File: config.mk
export PLATFORM = sky130hd
export DESIGN_NAME = rbm_gibbs_sequencer
export DESIGN_NICKNAME = d
export VERILOG_FILES = /design/src/rtl/rbm_gibbs_sequencer.sv
export SDC_FILE = /design/constraint.sdc
export NUM_CORES = 1
export LEC_CHECK = 0
export BUFFER_PORTS_ARGS = -buffer_cell sky130_fd_sc_hd__buf_4
export CAP_MARGIN = 20
export CORE_MARGIN = 2
export CORE_UTILIZATION = 56
export CTS_BUF_LIST = sky130_fd_sc_hd__clkbuf_8
export DETAILED_ROUTE_END_ITERATION = 7
export PLACE_DENSITY = 0.81
export SLEW_MARGIN = 20
export SYNTH_ARGS = -nofsm -noshare
export SYNTH_HDL_FRONTEND = slang
export SYNTH_SLANG_ARGS = --single-unit
export TNS_END_PERCENT = 30
File: constraint.sdc
create_clock -name clock -period 2.7 [get_ports clock]
set_clock_uncertainty 0.1 [all_clocks]
set_input_delay 0.135 -clock clock [delete_from_list [all_inputs] [get_ports clock]]
set_output_delay 0.135 -clock clock [all_outputs]
set_load 0.03 [all_outputs]
File: src/rtl/rbm_gibbs_sequencer.sv
// rbm_gibbs_sequencer
//   Runs CD-k Gibbs sampling over one shared RBM layer datapath. The layer
//   alternates between two directions:
//     forward  (visible -> hidden)
//     backward (hidden -> visible)
//   Chain: v0 -> h0 -> v1 -> ... -> vk -> hk.
//   The statistics v0/h0/vk/hk are committed together when a run completes.
//
// Ports
//   clock, reset              rising-edge clock, asynchronous active-low reset
//   start, k_steps, v_in      run request; k_steps/v_in are sampled with an accepted start
//   abort                     synchronous return to idle; no done, no result update
//   busy, done                run in progress / one-cycle completion pulse
//   layer_issue, layer_dir    pass launch pulse and direction (0 fwd, 1 bwd)
//   layer_vis, layer_hid      operands to the layer (current visible/hidden state)
//   layer_hid_sample          forward-pass result from the layer
//   layer_vis_sample          backward-pass result from the layer
//   v0_out, h0_out            CD statistics from the start of the chain
//   vk_out, hk_out            CD statistics from the end of the chain
module rbm_gibbs_sequencer #(
  parameter int unsigned vis_dim        = 6,
  parameter int unsigned hid_dim        = 5,
  parameter int unsigned layer_latency  = 2,
  parameter int unsigned step_bitlength = 8
) (
  input  logic                      clock,
  input  logic                      reset,
  input  logic                      start,
  input  logic                      abort,
  input  logic [step_bitlength-1:0] k_steps,
  input  logic [vis_dim-1:0]        v_in,
  output logic                      busy,
  output logic                      done,
  output logic                      layer_issue,
  output logic                      layer_dir,
  output logic [vis_dim-1:0]        layer_vis,
  output logic [hid_dim-1:0]        layer_hid,
  input  logic [hid_dim-1:0]        layer_hid_sample,
  input  logic [vis_dim-1:0]        layer_vis_sample,
  output logic [vis_dim-1:0]        v0_out,
  output logic [hid_dim-1:0]        h0_out,
  output logic [vis_dim-1:0]        vk_out,
  output logic [hid_dim-1:0]        hk_out
);

  localparam int unsigned LatW = $clog2(layer_latency + 1);

  typedef enum logic [2:0] {
    StIdle,
    StFwdIssue,
    StFwdWait,
    StBwdIssue,
    StBwdWait,
    StDone
  } state_e;

  state_e                    state_q, state_d;
  logic [LatW-1:0]           lat_q, lat_d;
  logic [step_bitlength-1:0] step_q, step_d;
  logic [step_bitlength-1:0] k_q, k_d;
  logic [vis_dim-1:0]        v_cur_q, v_cur_d;
  logic [hid_dim-1:0]        h_cur_q, h_cur_d;
  logic [vis_dim-1:0]        v0_q, v0_d;
  logic [hid_dim-1:0]        h0_q, h0_d;
  logic [vis_dim-1:0]        v0_out_q, v0_out_d;
  logic [hid_dim-1:0]        h0_out_q, h0_out_d;
  logic [vis_dim-1:0]        vk_out_q, vk_out_d;
  logic [hid_dim-1:0]        hk_out_q, hk_out_d;

  logic run_abort;
  logic lat_last;

  assign run_abort = abort && (state_q != StIdle);
  assign lat_last  = (lat_q == LatW'(1));

  always_ff @(posedge clock or negedge reset) begin
    if (!reset) begin
      state_q  <= StIdle;
      lat_q    <= '0;
      step_q   <= '0;
      k_q      <= '0;
      v_cur_q  <= '0;
      h_cur_q  <= '0;
      v0_q     <= '0;
      h0_q     <= '0;
      v0_out_q <= '0;
      h0_out_q <= '0;
      vk_out_q <= '0;
      hk_out_q <= '0;
    end else begin
      state_q  <= state_d;
      lat_q    <= lat_d;
      step_q   <= step_d;
      k_q      <= k_d;
      v_cur_q  <= v_cur_d;
      h_cur_q  <= h_cur_d;
      v0_q     <= v0_d;
      h0_q     <= h0_d;
      v0_out_q <= v0_out_d;
      h0_out_q <= h0_out_d;
      vk_out_q <= vk_out_d;
      hk_out_q <= hk_out_d;
    end
  end

  always_comb begin
    state_d  = state_q;
    lat_d    = lat_q;
    step_d   = step_q;
    k_d      = k_q;
    v_cur_d  = v_cur_q;
    h_cur_d  = h_cur_q;
    v0_d     = v0_q;
    h0_d     = h0_q;
    v0_out_d = v0_out_q;
    h0_out_d = h0_out_q;
    vk_out_d = vk_out_q;
    hk_out_d = hk_out_q;

    busy        = 1'b0;
    done        = 1'b0;
    layer_issue = 1'b0;
    layer_dir   = 1'b0;

    unique case (state_q)
      StIdle: begin
        // abort takes priority, so a start in the same cycle is dropped
        if (start && !abort) begin
          v0_d    = v_in;
          v_cur_d = v_in;
          k_d     = (k_steps == '0) ? step_bitlength'(1) : k_steps;
          step_d  = '0;
          state_d = StFwdIssue;
        end
      end
      StFwdIssue: begin
        busy = 1'b1;
        // Suppress the launch on abort so no orphan pass overlaps a later run
        layer_issue = !abort;
        lat_d = LatW'(layer_latency);
        state_d = StFwdWait;
      end
      StFwdWait: begin
        busy  = 1'b1;
        lat_d = lat_q - LatW'(1);
        if (lat_last) begin
          h_cur_d = layer_hid_sample;
          if (step_q == '0) h0_d = layer_hid_sample;
          if (step_q == k_q) begin
            // k >= 1, so h0 was captured on an earlier forward pass
            v0_out_d = v0_q;
            h0_out_d = h0_q;
            vk_out_d = v_cur_q;
            hk_out_d = layer_hid_sample;
            state_d  = StDone;
          end else begin
            state_d = StBwdIssue;
          end
        end
      end
      StBwdIssue: begin
        busy        = 1'b1;
        layer_dir   = 1'b1;
        layer_issue = !abort;
        lat_d       = LatW'(layer_latency);
        state_d     = StBwdWait;
      end
      StBwdWait: begin
        busy      = 1'b1;
        layer_dir = 1'b1;
        lat_d     = lat_q - LatW'(1);
        if (lat_last) begin
          v_cur_d = layer_vis_sample;
          step_d  = step_q + step_bitlength'(1);
          state_d = StFwdIssue;
        end
      end
      StDone: begin
        done    = 1'b1;
        state_d = StIdle;
      end
      default: state_d = StIdle;
    endcase

    // Abort discards everything this cycle would have committed
    if (run_abort) begin
      state_d  = StIdle;
      v0_out_d = v0_out_q;
      h0_out_d = h0_out_q;
      vk_out_d = vk_out_q;
      hk_out_d = hk_out_q;
    end
  end

  assign layer_vis = v_cur_q;
  assign layer_hid = h_cur_q;
  assign v0_out    = v0_out_q;
  assign h0_out    = h0_out_q;
  assign vk_out    = vk_out_q;
  assign hk_out    = hk_out_q;

endmodule

[Word level (Yosys, flattened, before mapping)]
Index checks and enable logic that the tools add are counted.
Storage, ports and cells
  bits in registers: 65
  input bits: 29
  output and inout port bits: 37
  logic and storage cells: 64
Cells by class
  add/subtract/negate cells: 2
  equality and inequality tests: 12
  mux-type cells: 18
  bitwise logic cells: 1
  reductions and logical operators: 19
Operators with widths (number)
  $mux W8: 3
  $logic_not A8 Y1: 2
  $pmux W8 S2: 1
  $mux W3: 5
  $pmux W3 S5: 1
  $mux W6: 2
  $pmux W6 S2: 1
  $ne A3 B3 Y1 const B: 3
  $reduce_and A3 Y1: 3
  $add A8 B1 Y8 const B: 1
  $eq A8 B8 Y1: 1
  $eq A3 B2 Y1 const B: 2
  $eq A3 B3 Y1 const B: 2
  $reduce_or A2 Y1: 3
  $mux W1: 4
  $ne A2 B2 Y1 const B: 2
  $pmux W2 S2: 1
  $reduce_and A2 Y1: 2
  $reduce_and A4 Y1: 1
  $reduce_bool A2 Y1: 2
  $reduce_or A4 Y1: 1
  $eq A3 B1 Y1 const B: 1
  $logic_not A3 Y1: 1
  $reduce_bool A3 Y1: 1
  other kinds (5): 6

[Depth between registers and ports, before layout]
Gate-level depths: netlist (run 1).
  word-level depth: 5
  depth in mapped cells: 7
  gate-level depth less buffers: 6

[Worst setup path after synthesis (run 1)]
Ideal clock, no wire load.
  path kind: register to register
  from: register lat_q[1]
  to: register h0_out_q[0], in the netlist h0_out[0]
  setup time: 0.125 ns
  data arrival time: 1.656 ns
  data required time: 2.475 ns
  slack: 0.819 ns
  stages on the path, launching flop included: 8
  path through: dfrtp_1 -> inv_1 -> ha_1 -> inv_2 -> nor3_4 -> nand4_2 -> buf_6 -> mux2_4
On the way
  word-level cells in the longest chain between the ends: 2
RTL lines
  start, declared: RTL line 58  | logic [LatW-1:0] lat_q, lat_d;
  start signal, assigned: RTL line 92  | lat_q <= lat_d;
  $eq A2 B1 Y1: RTL line 74  | assign lat_last = (lat_q == LatW'(1));
  $reduce_and A4 Y1 (no line)
  end signal, assigned: RTL line 100  | h0_out_q <= h0_out_d;
  end, declared: RTL line 66  | logic [hid_dim-1:0] h0_out_q, h0_out_d;
Every way passes these cells.
A chain may end at the register's enable or synchronous reset.

[Worst setup path after layout (run 1)]
  from: register state_q[0]
  to: output layer_dir
On the way
  word-level cells in the longest chain between the ends: 3
RTL lines
  start, declared: RTL line 57  | state_e state_q, state_d;
  start signal, assigned: RTL line 78  | state_q <= StIdle;
  start signal, assigned: RTL line 91  | state_q <= state_d;
  $eq A3 B3 Y1 / $eq A3 B2 Y1 (equally long branches): RTL line 125  | unique case (state_q)
  $reduce_or A2 Y1 (no line) (*)
  $mux W1 (*): RTL line 125
  end, declared: RTL line 35  | output logic layer_dir,
Every way passes the cells marked *; elsewhere a longest branch is shown, timed or not.

==> impl_metrics.yaml, run 1 <==
clock_network:
  root_buffer: "clkbuf_8"
  cts_tree: "done"
  cts_hold_buf: 25
  clk_pin_slew_ns: 0.07
  cts_buffers: 9
  htreeDepth: 3
  clkLatencyLatePin_ns: 0.33
  cts-resized-gates: 0
  clock_path_buffers: 2
  cts.sinks: 65
  cts_setup_buffers: 0
drt:
  drt-total-wl_um: 6530
  drt_iter0_drc: 167
  firstDrtPassIters: 4
  post_drt_wl_per_cell_um: 15.3
  routed_via_density: 5.25
  ant_nets: 0
  dr_total_vias: 2237
  drc_errors: 0
yosys:
  synth.area.top_cells: "dfrtp_1 54%, mux2_4 9.9%, nand2_1 6.3%"
  synth_edf_count: 0
  post-synth-top-count-cell: "dfrtp_1"
  syn_area_per_cell_um2: 11.7
  ys_types: 41
  yosysTopAreaCellShare: 0.539
  synth_flop_cell: "dfrtp_1"
  synth_seq_cells: 65
  synth_nets: 291
  syn_area_um2: 3020
  ys_top_cells_by_count: "65 x dfrtp_1, 51 x nand2_1, 20 x mux2_4, 12 x mux2_1, 12 x xor2_1"
  synthArstFlopShare: 1.00
  synth_cells: 259
  yosysTopAreaCell: "dfrtp_1"
  yosys_warnings: 0
  ys_seq_area_frac: 0.539
global_route:
  grt_overflow_total: 0
  grt_pass1_vias: 2369
  grt_usage: 0.242
  antenna_found_initial: 0
  grt_max_degree: 66
  grt_pass1_wl_um: 11300
floorplanning:
  core_area_um2: 5170
  die_x_um: 77.4
  start_util: 0.584
  num_rows: 26
  io_pins: 66
  die_area_um2: 6000
  die_h_um: 77.4
setup_path:
  crit_path_start_kind: "flip-flop"
  cp.required_ns: 2.47
  end_kind: "primary output"
  crit_arrival_ns: 2.05
  crit_type: "flip-flop to primary output"
  r2r_slack_ns: 0.56
  critPathMaxFanout: 13
placed_design:
  port_buffers: 65
  place_congestion: 0.860
  place_hpwl_um: 4200
layout:
  drive_gt1_frac: 0.309
  final_nets: 383
  fin_util: 0.773
  num_antenna_cells: 0
  area_growth_pct: 32.4
power_and_ir_drop:
  swShare: 0.363
  max-vdd-ir-drop_mv: 0.576
  p_per_area_nw_per_um2: 856
  intPower_mw: 2.18
  pwr-share-comb: 0.334
  clkPwrFrac: 0.236
  seqPwrFrac: 0.430
  leakagePower_nw: 2.08
  switching_power_mw: 1.24
status:
  status: "finished clean"
timing:
  slew_headroom: 0.362
  fin_crit_sh: 0.846
  hold_viol: 0
  finalSetupViolations: 0
  finalMaxSlewViolations: 0
  worst_slew_pin_slew_ns: 0.951
  period_minus_slack_ns: 2.28
  fmax_mhz: 438
  rsz0062_at_grt: "false"
  tns_ns: 0
flow_run:
  maxCapViolCount: 0
hold_path:
  hp-class: "primary input to flip-flop"
-- path summary, 6_finish.rpt --
check / start / endpoint / cells past startpoint
worst max-delay path: state_q[0] / layer_dir / 4
worst min-delay path: layer_vis_sample[3] / layer_vis[3] / 3
worst max register to register: lat_q[1] / hk_out[1] / 7
worst min register to register: v0_q[2] / v0_q[2] / 2
max in group asynchronous: reset / k_q[4] / 2
min in group asynchronous: reset / h0_out[2] / 2
-- sequential cells by signal, summed over array words and instances, names as in the netlist --
name       cells
k_q            8
step_q         8
layer_vis      6
v0_out         6
v0_q           6
vk_out         6
h0_out         5
h0_q           5
hk_out         5
layer_hid      5
state_q        3
lat_q          2
-- metrics by stage --
stage / power, mW / cells / instance area, µm² / setup slack, ns / hold slack, ns
global route: 3.64 / 426 / 4000 / 0.257 / 0.0340
CTS: 3.44 / 426 / 4000 / 0.387 / 0.0225
detailed placement: 2.60 / 385 / 3550 / 0.577 / 0.167
finish: 3.42 / 426 / 4000 / 0.417 / 0.0419
floorplan: 2.21 / 259 / 3020 / 0.819 / -0.261
global placement: 2.55 / 385 / 3550 / 0.640 / 0.167
-- critical path, cell delays in order, from the launching register on --
cell	delay, ns
dfrtp_1	0.53
nor2_1	0.40
and2_1	0.44
o21bai_1	0.17
buf_4	0.17
-- area by class of cell --
cell class,instances,area (µm²)
Sequential cell,65,1630
Multi-Input combinational cell,175,1300
Fill cell,327,1170
Timing Repair Buffer,93,761
Clock buffer,10,138
Tap cell,70,87.6
Clock inverter,6,57.6
Inverter,7,26.3
-- placed cells by master, fill, tap and decap left out, types with 9 or more instances in the layout --
cell / count
o21ai_1: 9
mux2_1: 12
buf_4: 68
clkbuf_8: 10
dfrtp_1: 65
mux2_4: 20
nand2_1: 51
dlygate4sd3_1: 25
nor2_1: 11
xor2_1: 12
-- kinds of logic after synthesis --
logic type      after synthesis  synth area share
compound gates               24            0.0514
flops                        65             0.539
simple gates                 93             0.153
xor+xnor                     15            0.0435
buf+inv                      19            0.0302
fa+ha+maj                     3            0.0124
mux                          40             0.171
-- power by group through the flow --
stage                     combinational (mW)  sequential [mW]  clock, mW
after CTS                               1.15             1.47      0.828
after floorplan                        0.575             1.63          0
after detailed placement                1.11             1.49          0
final                                   1.14             1.47      0.808
after global routing                    1.26             1.51      0.878
after global placement                  1.08             1.47          0
-- per-layer routing --
metal | GRT usage | part of all wire | vias up
li1 | - | - | 1067
met1 | 0.316 | 0.44 | 1089
met2 | 0.400 | 0.51 | 70
met3 | 0.0488 | 0.042 | 11
met4 | 0.0893 | 0.013 | 0
met5 | 0 | 0 | -
Power figures use the tool's default switching activity.
==> run 2, diff against run 1 <==
==> constraint.sdc (replaced) <==
create_clock -name clock -period 2.2 [get_ports clock]
set_clock_uncertainty 0.1 [all_clocks]
set_input_delay 0.11 -clock clock [delete_from_list [all_inputs] [get_ports clock]]
set_output_delay 0.11 -clock clock [all_outputs]
set_load 0.03 [all_outputs]
==> impl_metrics.yaml, run 2 (synthesized netlist as in run 1, its figures left out) <==
status:
  status: "finished clean"
drt:
  firstDrtPassIters: 4
  ant_nets: 0
  routed_via_density: 5.25
  dr_total_vias: 2274
  drc_errors: 0
  post_drt_wl_per_cell_um: 16.5
  drt_iter0_drc: 167
  drt-total-wl_um: 7140
layout:
  top_regs: "k_q x8, step_q x8"
  fill_cells: 314
  area_growth_pct: 35.3
  num_antenna_cells: 0
  drive_gt1_frac: 0.320
  layout_commonest_cell: "buf_4"
  final_nets: 390
  regArea_um2: 1630
  postLayoutCellArea_um2: 4090
  multi_input_area_um2: 1310
  final_cell_mix: "72 x buf_4, 65 x dfrtp_1, 51 x nand2_1"
clock_network:
  cts_setup_buffers: 0
  root_buffer: "clkbuf_8"
  cts_tree: "done"
  clkLatencyLatePin_ns: 0.34
  clk_pin_slew_ns: 0.07
  clock_path_buffers: 2
  cts_buffers: 9
  cts.sinks: 65
  htreeDepth: 3
floorplanning:
  start_util: 0.584
  die_area_um2: 6000
  die_h_um: 77.4
  die_x_um: 77.4
  core_area_um2: 5170
  num_rows: 26
  io_pins: 66
setup_path:
  critical-path-top-delay-family: "simple AND/OR/NAND/NOR gates"
  critPathMaxFanout: 6
  r2r_cells: 6
  r2r_slack_ns: 0.16
  crit_buf_inv: 2
  critPathMaxStageDelay_ns: 0.42
  end_kind: "flip-flop"
  crit_chain: "ha_1 -> inv_2 -> nor3_4 -> buf_4 -> nand3_1 -> mux2_1"
  cp.required_ns: 2.32
  r2r_end: "h0_q[4]"
  crit_path_start_kind: "flip-flop"
  crit_arrival_ns: 2.16
  slowest_stage: "mux2_1"
  reg2reg_from: "lat_q[0]"
  worstSetupStartpoint: "lat_q[0]"
  crit_type: "flip-flop to flip-flop"
  crit_cells: 6
timing:
  period_minus_slack_ns: 2.04
  fmax_mhz: 490
  worst_slew_pin_slew_ns: 0.793
  whs_ns: 0.237
  tns_ns: 0
  finalMaxSlewViolations: 0
  fin_crit_sh: 0.928
  rsz0062_at_grt: "false"
  hold_viol: 0
  slew_headroom: 0.471
  finalSetupViolations: 0
placed_design:
  port_buffers: 65
  post_dp_cell_area_um2: 3600
  place_congestion: 0.870
  place_hpwl_um: 4290
flow_run:
  maxCapViolCount: 0
power_and_ir_drop:
  p_per_area_nw_per_um2: 1060
  leakagePower_nw: 2.12
  power_mw: 4.32
  max-vdd-ir-drop_mv: 0.568
global_route:
  grt_pass1_vias: 2377
  grt_usage: 0.259
  grt_overflow_total: 0
  grt_pass1_wl_um: 11800
  grt_max_degree: 66
  antenna_found_initial: 0
hold_path:
  holdPathEnd: "state_q[1]"
  hold_path_depth: 4
  holdCritStartpoint: "start"
  hp-class: "primary input to flip-flop"
-- run 2: cell count changes in the layout (fill, tap and decap cells not counted), sizes merged --
cell,delta
inv,+1
buf,+5
clkbuf,+1
dlygate4sd3,+2
clkinv,-2
-- run 2: where the power goes --
part	total (mW)	internal, mW	leakage (nW)	switching [mW]
Clock	1.05	0.581	0.107	0.464
Combinational	1.45	0.622	1.17	0.832
Sequential	1.82	1.54	0.851	0.276
Total	4.32	2.74	2.12	1.57
-- run 2: worst max path at each step --
stage                           end  slack, ns
after floorplan           h0_out[0]       0.32
after global placement      h0_q[1]       0.25
after detailed placement    h0_q[4]       0.18
after CTS                 layer_dir       0.10
after global routing        h0_q[4]       0.04
final                       h0_q[4]       0.16
-- run 2: cell type report --
| class | instances | share of cell area |
|---|---|---|
| flip-flops and latches | 65 | 0.398 |
| multi-input cells | 175 | 0.320 |
| repair buffers | 100 | 0.203 |
| clock buffers | 11 | 0.0371 |
| well taps | 70 | 0.0214 |
| clock inverters | 5 | 0.0135 |
| inverters | 7 | 0.00643 |
-- run 2: routing by layer --
layer | share of wire | global-route usage
met5 | 0 | 0
met4 | 0.019 | 0.129
met3 | 0.042 | 0.0453
met2 | 0.50 | 0.433
met1 | 0.44 | 0.324
-- run 2: repair_timing --
item	CTS	global route
resized for setup	0	2
endpoints found under the setup margin	0	2
hold endpoints to repair	101	0
hold buffers	27	0
-- run 2: worst reg2reg max path, delay by kind of cell (launching register included) --
kind	cells	cell delay, ns
buf+inv	2	0.28
mux	1	0.42
simple gates	2	0.47
flops	1	0.41
fa+ha+maj	1	0.25
-- run 2: per-stage QoR --
step,setup slack (ns),std cells,util
6_report,0.158,433,0.790
5_1_grt,0.0361,433,0.790
4_1_cts,0.103,433,0.789
3_5_place_dp,0.176,390,0.697
3_3_place_gp,0.247,390,0.697
2_1_floorplan,0.319,259,-
==> run 3, diff against run 2 <==
--- a/config.mk
+++ b/config.mk
@@ -5,7 +5,7 @@
 export SDC_FILE = /design/constraint.sdc
 export NUM_CORES = 1
 export LEC_CHECK = 0
-export BUFFER_PORTS_ARGS = -buffer_cell sky130_fd_sc_hd__buf_4
+export BUFFER_PORTS_ARGS = -buffer_cell sky130_fd_sc_hd__clkbuf_2
 export CAP_MARGIN = 20
 export CORE_MARGIN = 2
 export CORE_UTILIZATION = 56
@@ -16,4 +16,4 @@
 export SYNTH_ARGS = -nofsm -noshare
 export SYNTH_HDL_FRONTEND = slang
 export SYNTH_SLANG_ARGS = --single-unit
-export TNS_END_PERCENT = 30
+export TNS_END_PERCENT = 100
==> impl_metrics.yaml, run 3 (synthesized netlist as in run 1, its figures left out) <==
clock_network:
  cts.sinks: 65
  cts_tree: "done"
  clk_pin_slew_ns: 0.07
  htreeDepth: 3
  clock_path_buffers: 2
  clkLatencyLatePin_ns: 0.35
  cts_setup_buffers: 0
  root_buffer: "clkbuf_8"
  cts_buffers: 9
placed_design:
  place_congestion: 0.861
  port_buffers: 65
  place_hpwl_um: 4420
  place_ws_ns: 0.210
  place_inst: 393
drt:
  post_drt_wl_per_cell_um: 15.5
  drt_iter0_drc: 66
  drc_errors: 0
  ant_nets: 0
  firstDrtPassIters: 4
  dr_total_vias: 2308
  routed_via_density: 5.31
  drt-total-wl_um: 6740
layout:
  finalNonFillerCells: 435
  regArea_um2: 1630
  final_cell_mix: "65 x dfrtp_1, 65 x clkbuf_2, 51 x nand2_1"
  num_antenna_cells: 0
  multi_input_area_um2: 1300
  final_nets: 392
  fill_cells: 338
  drive_gt1_frac: 0.323
  area_growth_pct: 31.0
  top_regs: "k_q x8, step_q x8"
setup_path:
  crit_path_start_kind: "flip-flop"
  crit_arrival_ns: 2.12
  cp.required_ns: 2.33
  crit_type: "flip-flop to flip-flop"
  r2r_slack_ns: 0.21
  slowest_stage: "dfrtp_1"
  critPathMaxStageDelay_ns: 0.42
  critPathMaxFanout: 6
  crit_chain: "ha_1 -> inv_2 -> nor3_4 -> buf_4 -> nand3_1 -> mux2_1"
  end_kind: "flip-flop"
floorplanning:
  start_util: 0.584
  core_area_um2: 5170
  die_h_um: 77.4
  io_pins: 66
  num_rows: 26
  die_x_um: 77.4
  die_area_um2: 6000
timing:
  fmax_mhz: 502
  finalSetupViolations: 0
  fin_crit_sh: 0.905
  hold_viol: 0
  slew_headroom: 0.427
  worst_slew_pin_slew_ns: 0.853
  tns_ns: 0
  whs_ns: 0.0235
  period_minus_slack_ns: 1.99
  fin_ws_ns: 0.210
  finalMaxSlewViolations: 0
  rsz0062_at_grt: "false"
global_route:
  grt_pass1_wl_um: 11400
  grt_overflow_total: 0
  grt_usage: 0.247
  grt_max_degree: 29
  antenna_found_initial: 0
  grt_pass1_vias: 2334
power_and_ir_drop:
  leakagePower_nw: 2.10
  max-vdd-ir-drop_mv: 0.691
  p_per_area_nw_per_um2: 1090
  power_mw: 4.30
status:
  status: "finished clean"
hold_path:
  hp-class: "primary input to flip-flop"
flow_run:
  maxCapViolCount: 0
run 3: changes by cell type in the layout (fill, tap and decap cells not counted), sizes merged:
| cell | change |
|---|---|
| dlygate4sd3 | -1 |
| bufinv | +1 |
| clkinv | +1 |
| clkinvlp | -1 |
| clkbuf | +64 |
| buf | -62 |
run 3: critical path, delay by kind of cell, from the launching register on:
kind	cells	cell delay, ns
adder cells (fa/ha/maj)	1	0.25
flip-flops	1	0.42
buffers and inverters	2	0.26
multiplexers	1	0.40
AND/OR/NAND/NOR	2	0.44
run 3: final cells by class:
class,instances,area share
clock buffers,10,0.0348
clock inverters,6,0.0209
inverters,7,0.00664
multi-input cells,175,0.329
flip-flops and latches,65,0.411
well taps,70,0.0221
repair buffers,102,0.175
run 3: repair_timing:
action | 4_1_cts | 5_1_grt
gates resized for setup | 0 | 1
hold buffers | 26 | 0
endpoints found under the hold margin | 59 | 0
setup endpoints to repair | 0 | 1
run 3: worst paths after layout:
kind / start / end / cells past startpoint
max: lat_q[0] / h0_q[0] / 6
min: abort / state_q[1] / 4
max reg2reg: lat_q[0] / h0_q[0] / 6
min reg2reg: layer_hid[0] / layer_hid[0] / 1
max in group asynchronous: reset / hk_out[0] / 3
min in group asynchronous: reset / hk_out[3] / 2
run 3: through the flow:
stage	area, µm²	util
after floorplan	3020	-
after detailed placement	3480	0.672
final	3960	0.765
after global placement	3480	0.672
after CTS	3960	0.765
after global routing	3960	0.765
run 3: where the power goes:
part | leakage (nW) | switching, mW | internal, mW
clock network | 0.117 | 0.468 | 0.662
logic | 1.13 | 0.826 | 0.529
registers | 0.851 | 0.273 | 1.54
run 3: per-layer routing:
metal / vias up / routed length, µm / global-route usage
li1: 1089 / - / -
met5: - / 0 / 0
met3: 12 / 309 / 0.0674
met2: 62 / 3370 / 0.403
met4: 0 / 96 / 0.0982
met1: 1145 / 2970 / 0.314
